**config.mk**
```make
export PLATFORM = sky130hd
export DESIGN_NAME = led_fx
export DESIGN_NICKNAME = d
export VERILOG_FILES = /design/src/rtl/led_fx.sv
export SDC_FILE = /design/constraint.sdc
export NUM_CORES = 1
export LEC_CHECK = 0
export ABC_AREA = 1
export CORE_MARGIN = 1.5
export CORE_UTILIZATION = 50
export CTS_BUF_LIST = sky130_fd_sc_hd__clkbuf_2
export DETAILED_ROUTE_END_ITERATION = 10
export GPL_TIMING_DRIVEN = 0
export PLACE_DENSITY = 0.78
export SKIP_LAST_GASP = 1
export SLEW_MARGIN = 10
export SYNTH_ARGS = -nofsm -noshare
export SYNTH_HDL_FRONTEND = slang
export SYNTH_SLANG_ARGS = --single-unit
```
**constraint.sdc**
```tcl
create_clock -name clk -period 2.9 [get_ports clk]
set_clock_uncertainty 0.15 [all_clocks]
set_input_delay 0.435 -clock clk [delete_from_list [all_inputs] [get_ports clk]]
set_output_delay 0.435 -clock clk [all_outputs]
set_load 0.02 [all_outputs]
```
**src/rtl/led_fx.sv**
```systemverilog
// Multi-channel LED effect driver: per-channel off / blink / PWM / breathe modes.
// Config writes land in a shadow bank that is copied to the active bank at each PWM period boundary.
module led_fx #(
  parameter  int CHANNELS = 3,
  parameter  int CNT_W    = 26,
  parameter  int PWM_W    = 8,
  localparam int CH_W     = (CHANNELS > 1) ? $clog2(CHANNELS) : 1,
  localparam int TAP_W    = $clog2(CNT_W)
) (
  input  logic                clk,
  input  logic                rst_n,
  input  logic                cfg_we,
  input  logic [CH_W-1:0]     cfg_ch,
  input  logic [1:0]          cfg_mode,
  input  logic [PWM_W-1:0]    cfg_duty,
  input  logic [TAP_W-1:0]    cfg_tap,
  output logic [CHANNELS-1:0] led,
  output logic                frame_tick
);

  typedef enum logic [1:0] {
    MODE_OFF     = 2'b00,
    MODE_BLINK   = 2'b01,
    MODE_PWM     = 2'b10,
    MODE_BREATHE = 2'b11
  } mode_e;

  typedef struct packed {
    mode_e             mode;
    logic [PWM_W-1:0]  duty;
    logic [TAP_W-1:0]  tap;
  } cfg_t;

  localparam logic [CH_W:0]    CH_LIMIT  = (CH_W + 1)'(CHANNELS);
  localparam logic [TAP_W:0]   TAP_LIMIT = (TAP_W + 1)'(CNT_W);
  localparam logic [TAP_W-1:0] TAP_MAX   = TAP_W'(CNT_W - 1);
  localparam logic [PWM_W-1:0] LVL_ONE   = PWM_W'(1);
  localparam logic [CNT_W-1:0] CNT_ONE   = CNT_W'(1);

  // Legacy blink default: channel i follows counter bit CNT_W-1-i, floored at bit 0.
  function automatic cfg_t reset_cfg(input int idx);
    cfg_t c;
    int   t;
    t = CNT_W - 1 - idx;
    if (t < 0) t = 0;
    c.mode = MODE_BLINK;
    c.duty = '0;
    c.tap  = TAP_W'(t);
    return c;
  endfunction

  logic [CNT_W-1:0]    r_cnt;
  logic [CHANNELS-1:0] r_led;
  logic                r_frame_tick;
  cfg_t                r_shadow  [CHANNELS];
  cfg_t                r_active  [CHANNELS];
  logic [PWM_W-1:0]    r_level   [CHANNELS];
  logic [CHANNELS-1:0] r_dir_dn;

  logic [PWM_W-1:0]    w_phase;
  logic                w_boundary;
  logic                w_wr_ok;
  cfg_t                w_wr_cfg;
  logic [PWM_W-1:0]    w_level_nxt [CHANNELS];
  logic [CHANNELS-1:0] w_dir_dn_nxt;
  logic [CHANNELS-1:0] w_led_nxt;

  assign w_phase    = r_cnt[PWM_W-1:0];
  assign w_boundary = &w_phase;
  assign w_wr_ok    = cfg_we && ({1'b0, cfg_ch} < CH_LIMIT);

  always_comb begin
    w_wr_cfg.mode = mode_e'(cfg_mode);
    w_wr_cfg.duty = cfg_duty;
    w_wr_cfg.tap  = ({1'b0, cfg_tap} >= TAP_LIMIT) ? TAP_MAX : cfg_tap;
  end

  // Breathe ping-pong step; only committed at a period boundary.
  always_comb begin
    for (int i = 0; i < CHANNELS; i++) begin
      // NOTE: every combinational output gets a default first so no path leaves it unassigned (no latch).
      w_level_nxt[i]  = r_level[i];
      w_dir_dn_nxt[i] = r_dir_dn[i];
      if (r_active[i].mode != MODE_BREATHE) begin
        w_level_nxt[i]  = '0;
        w_dir_dn_nxt[i] = 1'b0;
      end else if (r_level[i] > r_active[i].duty) begin
        w_level_nxt[i]  = r_level[i] - LVL_ONE;
        w_dir_dn_nxt[i] = 1'b1;
      end else if (r_level[i] == '0 && r_active[i].duty == '0) begin
        w_level_nxt[i]  = '0;
        w_dir_dn_nxt[i] = 1'b0;
      end else if (!r_dir_dn[i]) begin
        if (r_level[i] == r_active[i].duty) begin
          w_level_nxt[i]  = r_level[i] - LVL_ONE;
          w_dir_dn_nxt[i] = 1'b1;
        end else begin
          w_level_nxt[i]  = r_level[i] + LVL_ONE;
          w_dir_dn_nxt[i] = (r_level[i] + LVL_ONE) == r_active[i].duty;
        end
      end else if (r_level[i] == '0) begin
        w_dir_dn_nxt[i] = 1'b0;
      end else begin
        w_level_nxt[i]  = r_level[i] - LVL_ONE;
        w_dir_dn_nxt[i] = (r_level[i] - LVL_ONE) != '0;
      end
    end
  end

  always_comb begin
    for (int i = 0; i < CHANNELS; i++) begin
      w_led_nxt[i] = 1'b0;
      case (r_active[i].mode)
        MODE_BLINK:   w_led_nxt[i] = r_cnt[r_active[i].tap];
        MODE_PWM:     w_led_nxt[i] = w_phase < r_active[i].duty;
        MODE_BREATHE: w_led_nxt[i] = w_phase < r_level[i];
        default:      w_led_nxt[i] = 1'b0;
      endcase
    end
  end

  // NOTE: the config banks are a handful of flops, not a RAM, so they take the reset defaults directly.
  always_ff @(posedge clk or negedge rst_n) begin
    if (!rst_n) begin
      r_cnt        <= '0;
      r_led        <= '0;
      r_frame_tick <= 1'b0;
      r_dir_dn     <= '0;
      for (int i = 0; i < CHANNELS; i++) begin
        r_shadow[i] <= reset_cfg(i);
        r_active[i] <= reset_cfg(i);
        r_level[i]  <= '0;
      end
    end else begin
      // NOTE: non-blocking assignments, so the boundary copy below sees the pre-edge shadow value.
      r_cnt        <= r_cnt + CNT_ONE;
      r_led        <= w_led_nxt;
      r_frame_tick <= w_boundary;
      if (w_wr_ok) r_shadow[cfg_ch] <= w_wr_cfg;
      if (w_boundary) begin
        r_dir_dn <= w_dir_dn_nxt;
        for (int i = 0; i < CHANNELS; i++) begin
          r_active[i] <= r_shadow[i];
          r_level[i]  <= w_level_nxt[i];
        end
      end
    end
  end

  assign led        = r_led;
  assign frame_tick = r_frame_tick;

endmodule

```
* Yosys cells after proc, flatten, opt, wreduce, memory -nomap -nowiden
Index checks and enable logic that the tools add are counted.
Storage, ports and cells: register bits after elaboration 147, memories 0, bits in latches 0, output and inout port bits 4, RAM bits 0, input bits 20, word-level logic and storage cells 137, bits in read-only memories 0
Cells by class: multiply operators 0, divide/modulo/power cells 0, multiplexer cells 49, bitwise gates (word level) 1, equal/unequal tests 21, add/sub/neg operators 7, reduce and logical (&&, ||, !) cells 18, magnitude comparators 16, shifts and indexed selects 0
Operators by type and width (number):
- 8-bit 2-to-1 mux | 18
- 8-bit == test | 6
- 8-bit zero test | 6
- 8-bit < comparator | 6
- 45-bit bitwise mux | 1
- 15-bit demux with 2-bit select | 1
- 9-bit AND reduction | 3
- 26-bit by 1-bit adder with 26-bit output (second input constant) | 1
- 8-bit by 1-bit adder with 8-bit output (second input constant) | 3
- 8-bit greater-than comparator | 3
- 8-bit nonzero test | 3
- 8-bit by 1-bit subtractor with 8-bit output (second input constant) | 3
- 1-bit 2-to-1 mux | 21
- 5-bit by 6-bit < comparator with 1-bit output (second input constant) | 3
- 1-bit binary-select mux with 5-bit select | 3
- 15-bit 2-to-1 mux | 1
- 5-bit by 4-bit inequality test with 1-bit output (second input constant) | 3
- 2-bit == test (second input constant) | 6
- 1-bit case mux with 3 select lines | 3
- 8-bit AND reduction | 1
- 2-bit by 1-bit == test with 1-bit output (second input constant) | 3
- 2-bit inequality test (second input constant) | 3
- 5-bit >= comparator (second input constant) | 1
- 1-bit logical AND | 5
- 5 further kinds | 5

* Longest topological paths before layout
Gate-level depths: netlist of the first run.
word-level depth 7, depth in mapped cells 15, gate-level depth less buffers 15

* Worst setup path after synthesis of the first run
No wires, ideal clock.
path kind flip-flop to flip-flop, start reg r_active[40] (netlist name), end reg r_level[16] (netlist name), arrival time 1.742 ns, path slack 0.891 ns, period minus slack after synthesis 2.009 ns, buffers on the path 0, setup time 0.117 ns, data required time 2.633 ns, stages on the path, launching flop included 13, cells stage by stage dfrtp_1 > inv_1 > ha_1 > a21oi_1 > nor2_1 > nor3_1 > nand2_1 > nand2_1 > inv_1 > o21ai_2 > nor2_2 > nand2_1 > nand2_1
Between the ends: longest elaborated chain between the ends 6, elaborated cells between the ends (all ways) 11, those cells by class order compare (1); eq/ne (2); mux (5); reduce/logical (3)
RTL lines:
- start, declared | RTL line 56 | cfg_t r_active [CHANNELS];
- start signal, assigned by index | RTL line 131 | r_active[i] <= reset_cfg(i);
- start signal, assigned by index | RTL line 143 | r_active[i] <= r_shadow[i];
- parallel branches: the longest is 6 deep, another holds 8-bit greater-than comparator
- end signal, assigned by index | RTL line 144 | r_level[i] <= w_level_nxt[i];
- end, declared | RTL line 57 | logic [PWM_W-1:0] r_level [CHANNELS];
Several ways; the timed one is not identified. A chain may end at the register's enable or synchronous reset.

* Worst setup path in the final report of the first run
start reg r_active[40] (netlist name), end reg r_level[19] (netlist name)
The elaborated chain is that of the path after synthesis.

==> results by stage, run 1 <==
Clock network:
- The clock latency on the worst-skew pair is 750 ps.
- TritonCTS built the clock tree.
- The tree built by TritonCTS fans out to 147 sinks.
- No sink is reached through more buffers than the 2 on the longest clock path.
- The H-tree was split into 4 levels.
- The clock root buffer is sky130_fd_sc_hd__clkbuf_2.
- After clock tree synthesis, the clock-pin slew on the worst setup and hold paths is 240 ps.
- The total setup buffers inserted after CTS is 0.
- Clock tree synthesis inserted a total of 17 buffers.

STA:
- The final count of negative-setup-slack endpoints is 0.
- The worst hold slack after final layout is 24.6 ps.
- Setup repair after global routing left no endpoint under its margin.
- The max-slew violation count was 0.
- The final-report hold violation count was 0.
- Once routing completed, OpenROAD measured the worst setup slack at 142 ps.
- For the finished layout, the period the worst path requires is 2760 ps.
- The final clock period utilization by the worst path is 95.1%.
- Measured against its own limit, the worst slew margin works out to 54.7%.
- Based on the critical path, the design can be clocked at up to 363 MHz.
- The transition time of the tightest slew-check pin is 680 ps.
- The post-route setup TNS is 0 ps.

GRT:
- Global routing used 28.1% of the available tracks.
- The initial antenna violation count is 1.
- After global routing the overflow that remains totals 0.
- The maximum number of pins on one net before global-route repair is 82.
- The first-pass GRT wire length is 44900 um.
- The number of global-route vias before repair was 8921.

Critical path:
- The origin of the worst setup path is r_active[40].
- Counting buffers and inverters, the worst setup path is 12 cells deep.
- In this design, the critical path's most frequently occurring cell is sky130_fd_sc_hd__nand2_1.
- For the worst setup path, the data required time is 3400 ps.
- The critical path goes through inv_1 > ha_1 > a21oi_1 > nor2_1 > nor3_1 > nand2_1 > nand2_1 > inv_1 > o21ai_2 > nor2_2 > nand2_1 > nand2_1.
- The slack of the worst reg-to-reg path is 140 ps.
- The slowest stage of the critical path belongs to the cell sky130_fd_sc_hd__dfrtp_1.
- Broken down by cell family, the worst path's largest delay share belongs to simple AND/OR/NAND/NOR gates.
- In this design, the stage delay of the slowest critical-path cell is 450 ps.
- The count of buffer and inverter cells on the critical path is 2.
- The worst reg2reg path depth is 12.
- In this run the worst path has a maximum fanout of 9.
- The worst setup path is launched from a flip-flop.
- In this run the worst setup path terminates at r_level[19].
- By startpoint and endpoint, the worst setup path is classified as flip-flop to flip-flop.
- The beginning of the worst register-to-register path is r_active[40].
- At the worst endpoint, the arrival time is 3250 ps.
- The endpoint identified for the worst register-to-register timing path is r_level[19].
- STA classifies the critical path endpoint as a flip-flop.

Final layout:
- Compared with the post-synthesis result, the final layout area differs by 8.23%.
- After the last flow step, the layout net total stands at 1509.
- The utilization after layout is 55.2%.
- The finished cells cover 0.0107 mm^2.
- After filler insertion, the fill cell instance count of the layout stands at 1903.
- The fraction of layout instances using a drive strength above 1 is 8.29%.

Route:
- For this run, design rule violations remaining after detail routing come to 0.
- The number of vias per cell after detailed routing is 5.56.
- Summing over every cut layer, the via total after detailed routing is 9386.
- The number of nets with antenna violations after detailed routing is 0.
- The post-detailed-routing wire length is 27100 um.
- After the first detailed-routing iteration, the DRC count stood at 861.
- The average wire per cell in the routed design is 16.0 um.
- The number of iterations in the first detailed-routing pass is 7.

Pwr:
- The proportion of total power due to net switching is 29.0%.
- Of the total power, the clock network draws 30.3%.
- In this run the power density over the cells is 326 mW/mm^2.
- The leakage component of the power is 5.13 nW.
- The relative contribution of sequential cells to total power is 63.9%.
- The analysis attributes to net switching a power of 1.02 mW.
- The portion of total power attributed to combinational logic is 5.8%.
- Internal power comes to 2.49 mW.
- The worst vdd rail ir drop is 0.000218 V.

Placed design:
- The count of buffers added on input and output ports is 23.
- The congestion estimate from routability-driven global placement came to 0.955.
- The post-placement cell area is 0.0105 mm^2.
- The pre-CTS setup slack is 22.8 ps.
- The post-detailed-placement half-perimeter wirelength is 20300 um.

Outcome:
- The run finished with clean final reports.

Synthesis:
- The mean instance size in the synthesized netlist is 7.27 um^2.
- After synthesis the netlist holds a flip-flop and latch count of 147.
- The number of nets in the synthesized netlist is 1464.
- In the post-synthesis netlist, the biggest area contributors are sky130_fd_sc_hd__dfrtp_1, sky130_fd_sc_hd__nand2_1, sky130_fd_sc_hd__ha_1.
- The leading cell type by number of instances after synthesis is sky130_fd_sc_hd__nand2_1.
- The number of warning messages in the yosys log is 0.
- Synthesis produced a netlist whose cell count is 1365.
- The most area-hungry cell type in the Yosys netlist is sky130_fd_sc_hd__dfrtp_1.
- The commonest cells after synthesis are sky130_fd_sc_hd__nand2_1, sky130_fd_sc_hd__o21ai_0, sky130_fd_sc_hd__inv_1.
- Among all flip-flop cells after synthesis, the most frequent one is sky130_fd_sc_hd__dfrtp_1.
- Of the synthesized area, sequential elements account for 37.4%.
- The number of enable flip-flop cells after synthesis is 0.
- After synthesis, the netlist uses 34 different library cells.
- The area share of the leading cell type in the synthesized netlist is 31.0%.
- Counting flops with an async set or reset pin after synthesis yields a share of 100%.
- The cell area after synthesis is 0.00992 mm^2.

Die:
- In this run the core area contains 51 standard-cell rows.
- The initial utilization of the core area, before any placement, comes to 51.0%.
- The total area inside the core boundary comes to 0.0195 mm^2.
- Pin placement for this block handled 24 I/O pins.
- The die height is 144 um.
- The die covers 0.0207 mm^2.
- The die width is 144 um.

Run:
- The tool flagged a number of max-cap violations equal to 0.

Hold path:
- The worst min-delay path class is input port to asynchronous set/reset pin.
==> sequential cells by signal (all words and copies together), names as in the netlist <==
signal	count
frame_tick	1
r_level	24
r_active	45
r_cnt	26
r_dir_dn	3
led	3
r_shadow	45
==> repair_timing <==
item / CTS / global route
gates resized for setup: 1 / 5
hold endpoints to repair: 128 / 0
hold buffers: 2 / 0
endpoints found under the setup margin: 1 / 6
==> cells in the final DEF, fill, tap and decap left out, types with 3 or more instances in the layout <==
master,n
sky130_fd_sc_hd__o21ai_1,26
sky130_fd_sc_hd__xnor2_1,8
sky130_fd_sc_hd__ha_1,79
sky130_fd_sc_hd__nor4_1,3
sky130_fd_sc_hd__nand4_1,29
sky130_fd_sc_hd__dfrtp_1,119
sky130_fd_sc_hd__inv_2,24
sky130_fd_sc_hd__o2111ai_1,3
sky130_fd_sc_hd__clkinv_2,3
sky130_fd_sc_hd__nand2_1,371
sky130_fd_sc_hd__o211ai_1,9
sky130_fd_sc_hd__a21oi_1,49
sky130_fd_sc_hd__buf_2,13
sky130_fd_sc_hd__a21boi_0,3
sky130_fd_sc_hd__dfstp_2,24
sky130_fd_sc_hd__inv_1,147
sky130_fd_sc_hd__clkbuf_2,19
sky130_fd_sc_hd__clkinv_4,4
sky130_fd_sc_hd__nor2_4,3
sky130_fd_sc_hd__clkinv_1,3
sky130_fd_sc_hd__clkbuf_1,24
sky130_fd_sc_hd__nor3_1,12
sky130_fd_sc_hd__inv_6,4
sky130_fd_sc_hd__o21bai_1,3
sky130_fd_sc_hd__xor2_1,31
sky130_fd_sc_hd__nor3_2,3
sky130_fd_sc_hd__o21a_1,4
sky130_fd_sc_hd__clkdlybuf4s50_1,22
sky130_fd_sc_hd__dfrtp_2,4
sky130_fd_sc_hd__nor2_1,97
sky130_fd_sc_hd__o221ai_1,6
sky130_fd_sc_hd__o21ai_0,152
sky130_fd_sc_hd__o21ai_2,3
sky130_fd_sc_hd__nand3_1,103
==> cell type report <==
type	instances	area, um^2	area share, %
antenna	1	2.50	0.0233
timing repair buffer	26	283	2.63
clock buffer	18	90.1	0.839
inverter	173	649	6.05
buffer	38	160	1.49
sequential	147	3710	34.6
clock inverter	14	104	0.967
multi-input combinational	1007	5410	50.3
tap	265	332	3.09
==> worst min path at each step <==
stage | start | endpoint | cells past startpoint
CTS | rst_n | r_cnt[9] | 2
global route | rst_n | r_cnt[10] | 2
global placement | r_shadow[28] | r_active[28] | 2
floorplan | rst_n | frame_tick | 0
detailed placement | rst_n | r_cnt[20] | 1
finish | rst_n | r_cnt[17] | 2
==> layer usage <==
metal,vias up,global-route usage (%),share of wire (%)
li1,4580,-,-
met1,4409,38.8,45
met2,323,43.3,45
met3,74,4.60,6.4
met4,0,12.6,3.5
met5,-,0,0
==> worst reg2reg max path: stages (launching register included) <==
cell and delay [ps]:
sky130_fd_sc_hd__dfrtp_1 450, sky130_fd_sc_hd__inv_1 180, sky130_fd_sc_hd__ha_1 280, sky130_fd_sc_hd__a21oi_1 150, sky130_fd_sc_hd__nor2_1 50, sky130_fd_sc_hd__nor3_1 330
sky130_fd_sc_hd__nand2_1 120, sky130_fd_sc_hd__nand2_1 100, sky130_fd_sc_hd__inv_1 130, sky130_fd_sc_hd__o21ai_2 390, sky130_fd_sc_hd__nor2_2 180, sky130_fd_sc_hd__nand2_1 90
sky130_fd_sc_hd__nand2_1 60
==> stage by stage <==
| stage | total power [mW] | std cells |
|---|---|---|
| final | 3.50 | 1689 |
| after global routing | 3.66 | 1689 |
| after CTS | 3.53 | 1688 |
| after detailed placement | 2.48 | 1654 |
| after global placement | 2.46 | 1653 |
| after floorplan | 2.34 | 1365 |
==> power groups by stage <==
| stage | clock network [mW] | logic [mW] | registers, mW |
|---|---|---|---|
| 2_1_floorplan | 0 | 0.0928 | 2.25 |
| 3_3_place_gp | 0 | 0.188 | 2.27 |
| 3_5_place_dp | 0 | 0.204 | 2.27 |
| 4_1_cts | 1.08 | 0.207 | 2.24 |
| 5_1_grt | 1.17 | 0.239 | 2.25 |
| 6_report | 1.06 | 0.204 | 2.24 |
==> cell families after synthesis <==
kind of cell | count (synthesis) | share of synthesized area (%)
buf+inv | 211 | 8.15
simple gates | 629 | 26.9
mux | 2 | 0.227
flops | 147 | 37.4
fa+ha+maj | 79 | 9.96
xor+xnor | 39 | 3.44
compound gates | 258 | 13.9
Note: power is estimated with default switching activity, not from simulation.
==> inputs of run 2 (changes only) <==
- CELL_PAD_IN_SITES_DETAIL_PLACEMENT: not set -> 0
- CELL_PAD_IN_SITES_GLOBAL_PLACEMENT: not set -> 2
- CORE_UTILIZATION: 50 -> 41
- PLACE_DENSITY: 0.78 -> 0.95
==> results by stage, run 2 (synthesis results as in run 1) <==
Outcome:
- The run finished with clean final reports.

Placed design:
- The post-detailed-placement half-perimeter wirelength is 22200 um.
- After detailed placement, the design holds a cell count of 1708.
- The congestion estimate from routability-driven global placement came to 0.866.
- The pre-CTS setup slack is -288 ps.
- Buffers placed on the I/O ports in this run total 23.

Route:
- In the final routed layout, each cell accounts on average for 17.4 um.
- The number of DRC markers in iteration 0 is 761.
- Summed over all nets, wire length on met2 after detailed routing comes to 13700 um.
- The detailed router placed 9243 vias in this run.
- The post-detailed-routing wire length is 30300 um.
- The highest metal layer carrying signal wires in the routed design is met4.
- The DRC violations left is 0.
- The detailed router put a total of 14500 um of wire on met1.
- The number of vias per cell after detailed routing is 5.30.
- The number of iterations in the first detailed-routing pass is 5.
- The number of nets with antenna violations after detailed routing is 0.
- The wire length on met3 is 1450 um.

STA:
- The max-slew violation count is 0.
- Setup repair after global routing could not meet its margin everywhere.
- The final clock period utilization by the worst path is 95.8%.
- The final period demand of the worst path is 2780 ps.
- The tightest hold path in the finished design has a slack of 82.3 ps.
- Static timing analysis puts the maximum clock frequency at 360 MHz.
- The final count of negative-setup-slack endpoints is 0.
- The final-report hold violation count was 0.
- After layout, the worst setup slack is 122 ps.
- Summed over all failing endpoints, the final setup total negative slack is 0 ps.
- In this run the tightest slew margin relative to its limit is 46.6%.
- The transition time of the tightest slew-check pin is 800 ps.

Hold path:
- The worst min-delay path class is input port to flip-flop.

GRT:
- The initial antenna violation count is 1.
- The maximum number of pins on one net before global-route repair is 98.
- After global routing the overflow that remains totals 0.
- The total routing resource utilization after global routing is 25.4%.
- The first-pass GRT wire length is 47900 um.
- The number of global-route vias before repair is 8792.

Die:
- In this run the count of I/O pins placed on the die edge is 24.
- The floorplan has 56 rows.
- In this run the standard cell core region covers 0.0236 mm^2.
- The die covers 0.0251 mm^2.
- The die is 159 um tall.
- The die is 159 um wide.
- Once the floorplan was initialized, standard cells occupied 42.0% of the core.

Pwr:
- The power per standard cell area is 330 mW/mm^2.
- The worst vdd rail ir drop is 0.000213 V.
- The leakage component of the power is 5.15 nW.
- The total power is 3.59 mW.

Critical path:
- The startpoint type of the worst setup path is a flip-flop.
- STA puts the critical path data required time at 3440 ps.
- The worst setup path is of the flip-flop to flip-flop kind.
- The highest fanout seen on the critical path is 12.
- The count of buffer and inverter cells on the critical path is 0.
- The most common cell type on the critical path is sky130_fd_sc_hd__nand2_1.
- The critical path goes through nand2_1 > nor2_1 > nand2_1 > nor2_4 > o21ai_2 > nor2_1 > nand2_1 > nand2_1.
- The worst stage delay on the critical path is 900 ps.
- On the critical path, the stage with the largest delay is an instance of sky130_fd_sc_hd__dfrtp_1.
- STA puts the critical path data arrival time at 3310 ps.
- The kind of cell adding the most delay to the critical path is simple AND/OR/NAND/NOR gates.
- The sort of element at the end of the critical path is a flip-flop.

Run:
- The number of max-capacitance violations reported is 0.

Final layout:
- Leaving out fill and tap cells, the most frequent cell in the layout is sky130_fd_sc_hd__nand2_1.
- Counting the fill cells in the layout gives 2487.
- In the layout the commonest cells are sky130_fd_sc_hd__nand2_1, sky130_fd_sc_hd__o21ai_0, sky130_fd_sc_hd__inv_1.
- Registers take 0.00371 mm^2.
- The area occupied by multi-input gates is 0.00542 mm^2.
- The fraction of layout instances using a drive strength above 1 is 8.50%.
- In the final design database the tool counted 1510 nets.
- The final instance count without filler cells is 1744.
- The signed area change from the synthesized netlist to the final layout is 9.62%.
- The largest registers in the layout are r_active x45, r_shadow x45, r_cnt x26.

Clock network:
- Clock tree synthesis inserted a total of 17 buffers.
- The post-CTS clock slew at the launch and capture registers of the worst setup and hold paths is 260 ps.
- The worst-case clock buffer depth is 2.
- The H-tree depth reported by CTS is 4.
- The tree is rooted in a sky130_fd_sc_hd__clkbuf_2.
- For the worst-skew pair, the clock arrives at the later sink with an insertion delay of 760 ps.
- The total clock sinks is 147.
- The TritonCTS clock tree is yes.
[run 2: cell types whose count changed in the layout (fill, tap and decap cells not counted)]
| cell | delta |
|---|---|
| sky130_fd_sc_hd__clkinv_4 | -3 |
| sky130_fd_sc_hd__clkinvlp_4 | +3 |
| sky130_fd_sc_hd__clkbuf_1 | -2 |
| sky130_fd_sc_hd__o21ai_2 | -2 |
| sky130_fd_sc_hd__o21ai_4 | +2 |
| sky130_fd_sc_hd__buf_16 | +1 |
| sky130_fd_sc_hd__bufinv_16 | +1 |
| sky130_fd_sc_hd__clkbuf_2 | +1 |
| sky130_fd_sc_hd__dfrtp_1 | +1 |
| sky130_fd_sc_hd__dfrtp_2 | -1 |
| sky130_fd_sc_hd__inv_6 | -1 |
| sky130_fd_sc_hd__inv_8 | +1 |
| sky130_fd_sc_hd__nor2_1 | -1 |
| sky130_fd_sc_hd__nor2_2 | +1 |
[run 2: routing by layer]
layer	global-route usage (%)	vias to the layer above
li1	-	4590
met1	36.1	4390
met2	40.4	228
met3	3.02	35
met4	7.65	0
met5	0	-
[run 2: area by class of cell]
type | count | area share, %
clock inverter | 15 | 1.22
buffer | 38 | 1.50
inverter | 173 | 5.97
antenna | 1 | 0.0230
multi-input combinational | 1007 | 49.9
timing repair buffer | 27 | 2.85
sequential | 147 | 34.1
tap | 319 | 3.67
clock buffer | 17 | 0.782
[run 2: through the flow]
step	cell area (um^2)	utilization, %
after floorplan	9920	-
after global placement	10600	44.7
after detailed placement	10600	44.8
after CTS	10900	46.0
after global routing	10900	46.1
final	10900	46.1
[run 2: path summary, 6_finish.rpt]
kind / cells past startpoint / slack [ps] / startpoint / endpoint
setup / recovery: 8 / 120 / r_cnt[5] / r_level[10]
hold / removal: 3 / 80 / cfg_duty[2] / r_shadow[7]
setup reg to reg: 8 / 120 / r_cnt[5] / r_level[10]
hold reg to reg: 2 / 330 / r_shadow[43] / r_active[43]
max in group asynchronous: 4 / 1400 / rst_n / r_active[34]
min in group asynchronous: 3 / 480 / rst_n / r_active[3]
[run 2: where the power goes]
group	internal [mW]	total, mW	switching [mW]
Sequential	2.18	2.24	0.0587
Clock	0.315	1.14	0.829
Combinational	0.0802	0.212	0.132
Total	2.57	3.59	1.02
[run 2: worst min-delay path, stage by stage]
cell and delay (ps):
sky130_fd_sc_hd__clkdlybuf4s50_1 420, sky130_fd_sc_hd__nand2_1 70, sky130_fd_sc_hd__o21ai_0 60
[run 2: repair_timing]
| action | CTS | global route |
|---|---|---|
| setup buffers | 0 | 0 |
| resized for setup | 4 | 6 |
| endpoints found under the setup margin | 38 | 22 |
| endpoints found under the hold margin | 129 | 0 |
| hold buffers | 3 | 0 |
==> inputs of run 3 (changes only) <==
- CORE_UTILIZATION: 41 -> 34
- PLACE_DENSITY: 0.95 -> 0.89
- clock period: 2.9 -> 2.3 ns (I/O delays scaled with it)
==> results by stage, run 3 (synthesis results as in run 1) <==
Placed design:
- At the end of routability-driven placement, the weighted congestion stood at 0.852.
- Port buffering added 23 buffers.
- The post-detailed-placement half-perimeter wirelength is 22400 um.

Final layout:
- Cells with a size suffix above 1 make up 14.5% of the layout.
- The signed area change from the synthesized netlist to the final layout is 15.9%.
- In the layout the commonest cells are sky130_fd_sc_hd__nand2_1, sky130_fd_sc_hd__o21ai_0, sky130_fd_sc_hd__inv_1.
- The library cell used most frequently in the layout, excluding fill and tap cells, is sky130_fd_sc_hd__nand2_1.
- The largest registers in the layout are r_active x45, r_shadow x45, r_cnt x26.
- The post-layout net count is 1550.

Die:
- The count of boundary I/O pins is 24.
- From bottom edge to top edge, the die measures 174 um.
- The full die area is 0.0302 mm^2.
- The die width is 174 um.
- The floorplan step defined a core boundary enclosing 0.0287 mm^2.
- The floorplan has 62 rows.
- Once the floorplan was initialized, standard cells occupied 34.6% of the core.

STA:
- The final count of negative-setup-slack endpoints is 0.
- The worst relative slew slack is 56.5%.
- The max-slew violation count came to 0.
- The worst path in the final design needs a cycle of 2190 ps, including I/O delays and setup.
- The transition time of the tightest slew-check pin is 653 ps.
- Adding up every negative setup slack in the final design gives 0 ps.
- The final-report hold violation count is 0.
- The worst hold slack after final layout is 31.4 ps.
- Of the available clock period, the critical path in the final layout requires 95.4%.
- Timing would allow up to 456 MHz.

Route:
- The wire length on met3 is 986 um.
- Wire segments on met2 add up to 14400 um in the final route.
- The number of vias per cell after detailed routing is 5.06.
- In the final routing, the length of wire on met1 measures 14700 um.
- The average wire per cell in the routed design is 16.5 um.
- The number of iterations in the first detailed-routing pass is 7.
- For this run, design rule violations remaining after detail routing come to 0.
- The number of nets with antenna violations after detailed routing is 0.
- The number of DRC markers in iteration 0 is 649.
- Routed signal wires occupy layers up through met4.
- The routed layout has 9347 vias.
- The routed design has 30600 um of wire.

Pwr:
- The share of total power in the clock network is 34.3%.
- Power comes to 4.69 mW.
- The power per standard cell area is 408 mW/mm^2.
- The share of total power dissipated in sequential elements is 60.0%.
- In this run switching power makes up 31.5% of total power.
- The portion of total power attributed to combinational logic is 5.7%.
- The worst vdd rail ir drop is 0.000253 V.
- The analysis attributes to cell leakage a power of 5.44 nW.
- The internal power is 3.22 mW.
- The net switching component of the power is 1.48 mW.

GRT:
- The total routing resource utilization after global routing is 20.8%.
- The number of global-route vias before repair was 8901.
- The initial antenna violation count is 1.
- The global-route congestion overflow total is 0.
- Entering global routing, the biggest net connects 79 pins.
- The first global-routing pass estimated 49300 um of wire.

Clock network:
- The clock drives 147 sinks.
- The clock latency on the worst-skew pair is 840 ps.
- CTS built an H-tree with a depth of 4.
- In this run the clock root is driven by a sky130_fd_sc_hd__clkbuf_2.
- TritonCTS built the clock tree.
- After clock tree synthesis, the clock-pin slew on the worst setup and hold paths is 290 ps.
- The total CTS buffers is 17.
- The worst-case clock buffer depth is 2.

Run:
- The number of max-capacitance violations reported is 0.

Critical path:
- The startpoint type of the worst setup path is a flip-flop.
- Of all nets on the critical path, the largest fanout is 3.
- STA puts the critical path data required time at 2860 ps.
- STA classifies the critical path endpoint as a flip-flop.
- The critical path is of the flip-flop to flip-flop type.
- STA puts the critical path data arrival time at 2760 ps.

Outcome:
- The flow ran to the end, and the final reports show no timing, DRC or antenna violations.

Hold path:
- The worst hold path belongs to the class input port to flip-flop.
run 3: cell types whose count changed in the layout (fill, tap and decap cells not counted), moves of 6 or more:
cell                            delta
sky130_fd_sc_hd__buf_4            +27
sky130_fd_sc_hd__dfrtp_1          -16
sky130_fd_sc_hd__dfrtp_2          +11
sky130_fd_sc_hd__dlygate4sd3_1     +8
sky130_fd_sc_hd__inv_1            -15
sky130_fd_sc_hd__inv_2            +14
sky130_fd_sc_hd__nand2_1          -13
sky130_fd_sc_hd__nand2_2          +11
sky130_fd_sc_hd__nor2_1            -6
run 3: cell type report:
cell class | count | area (um^2)
Sequential cell | 147 | 3740
Clock inverter | 15 | 159
Timing Repair Buffer | 67 | 658
Inverter | 173 | 654
Tap cell | 384 | 480
Clock buffer | 17 | 85.1
Fill cell | 3075 | 17200
Buffer | 38 | 181
Antenna cell | 1 | 2.50
Multi-Input combinational cell | 1007 | 5530
run 3: path summary, 6_finish.rpt:
kind	startpoint	end	slack [ps]	cells after the start
min	cfg_tap[0]	r_shadow[30]	30	4
min reg2reg	r_shadow[12]	r_active[12]	330	2
min in group asynchronous	rst_n	r_cnt[17]	370	3
max reg2reg	r_active[40]	r_level[17]	110	12
max in group asynchronous	rst_n	r_shadow[28]	740	4
max	r_active[40]	r_level[17]	110	12
run 3: what timing repair did:
item / 4_1_cts / 5_1_grt
hold endpoints to repair: 141 / 1
endpoints found under the setup margin: 88 / 32
pin swaps: 4 / 18
setup buffers: 12 / 21
gates resized for setup: 42 / 60
hold buffers: 9 / 1
run 3: power groups by stage:
stage	Combinational, mW	Clock (mW)	Sequential, mW
final	0.269	1.61	2.81
after detailed placement	0.261	0	2.85
after global placement	0.247	0	2.85
after CTS	0.274	1.64	2.81
after floorplan	0.117	0	2.84
after global routing	0.312	1.74	2.83
run 3: routing by layer:
metal	track usage (%)	up-vias
met4	4.99	0
met5	0	-
met3	3.36	35
li1	-	4673
met1	28.0	4485
met2	34.9	154
run 3: worst max-delay path: stages, from the launching register on:
cell and delay [ps]:
sky130_fd_sc_hd__dfrtp_1 420, sky130_fd_sc_hd__inv_2 50, sky130_fd_sc_hd__ha_1 300, sky130_fd_sc_hd__a21oi_1 150
sky130_fd_sc_hd__nor2_1 60, sky130_fd_sc_hd__nor3_2 250, sky130_fd_sc_hd__nand2_2 120, sky130_fd_sc_hd__nor2_4 180
sky130_fd_sc_hd__buf_4 140, sky130_fd_sc_hd__xor2_1 140, sky130_fd_sc_hd__inv_1 50, sky130_fd_sc_hd__nand2_1 60
sky130_fd_sc_hd__nand2_1 40
run 3: metrics by stage:
stage	cells	worst slack, ps	area (um^2)	utilization, %
global placement	1772	-5570	10600	37.0
floorplan	1365	291	9920	-
global route	1849	-16.6	11500	40.1
CTS	1826	3.92	11200	39.0
finish	1849	105	11500	40.1
detailed placement	1773	-786	10700	37.2
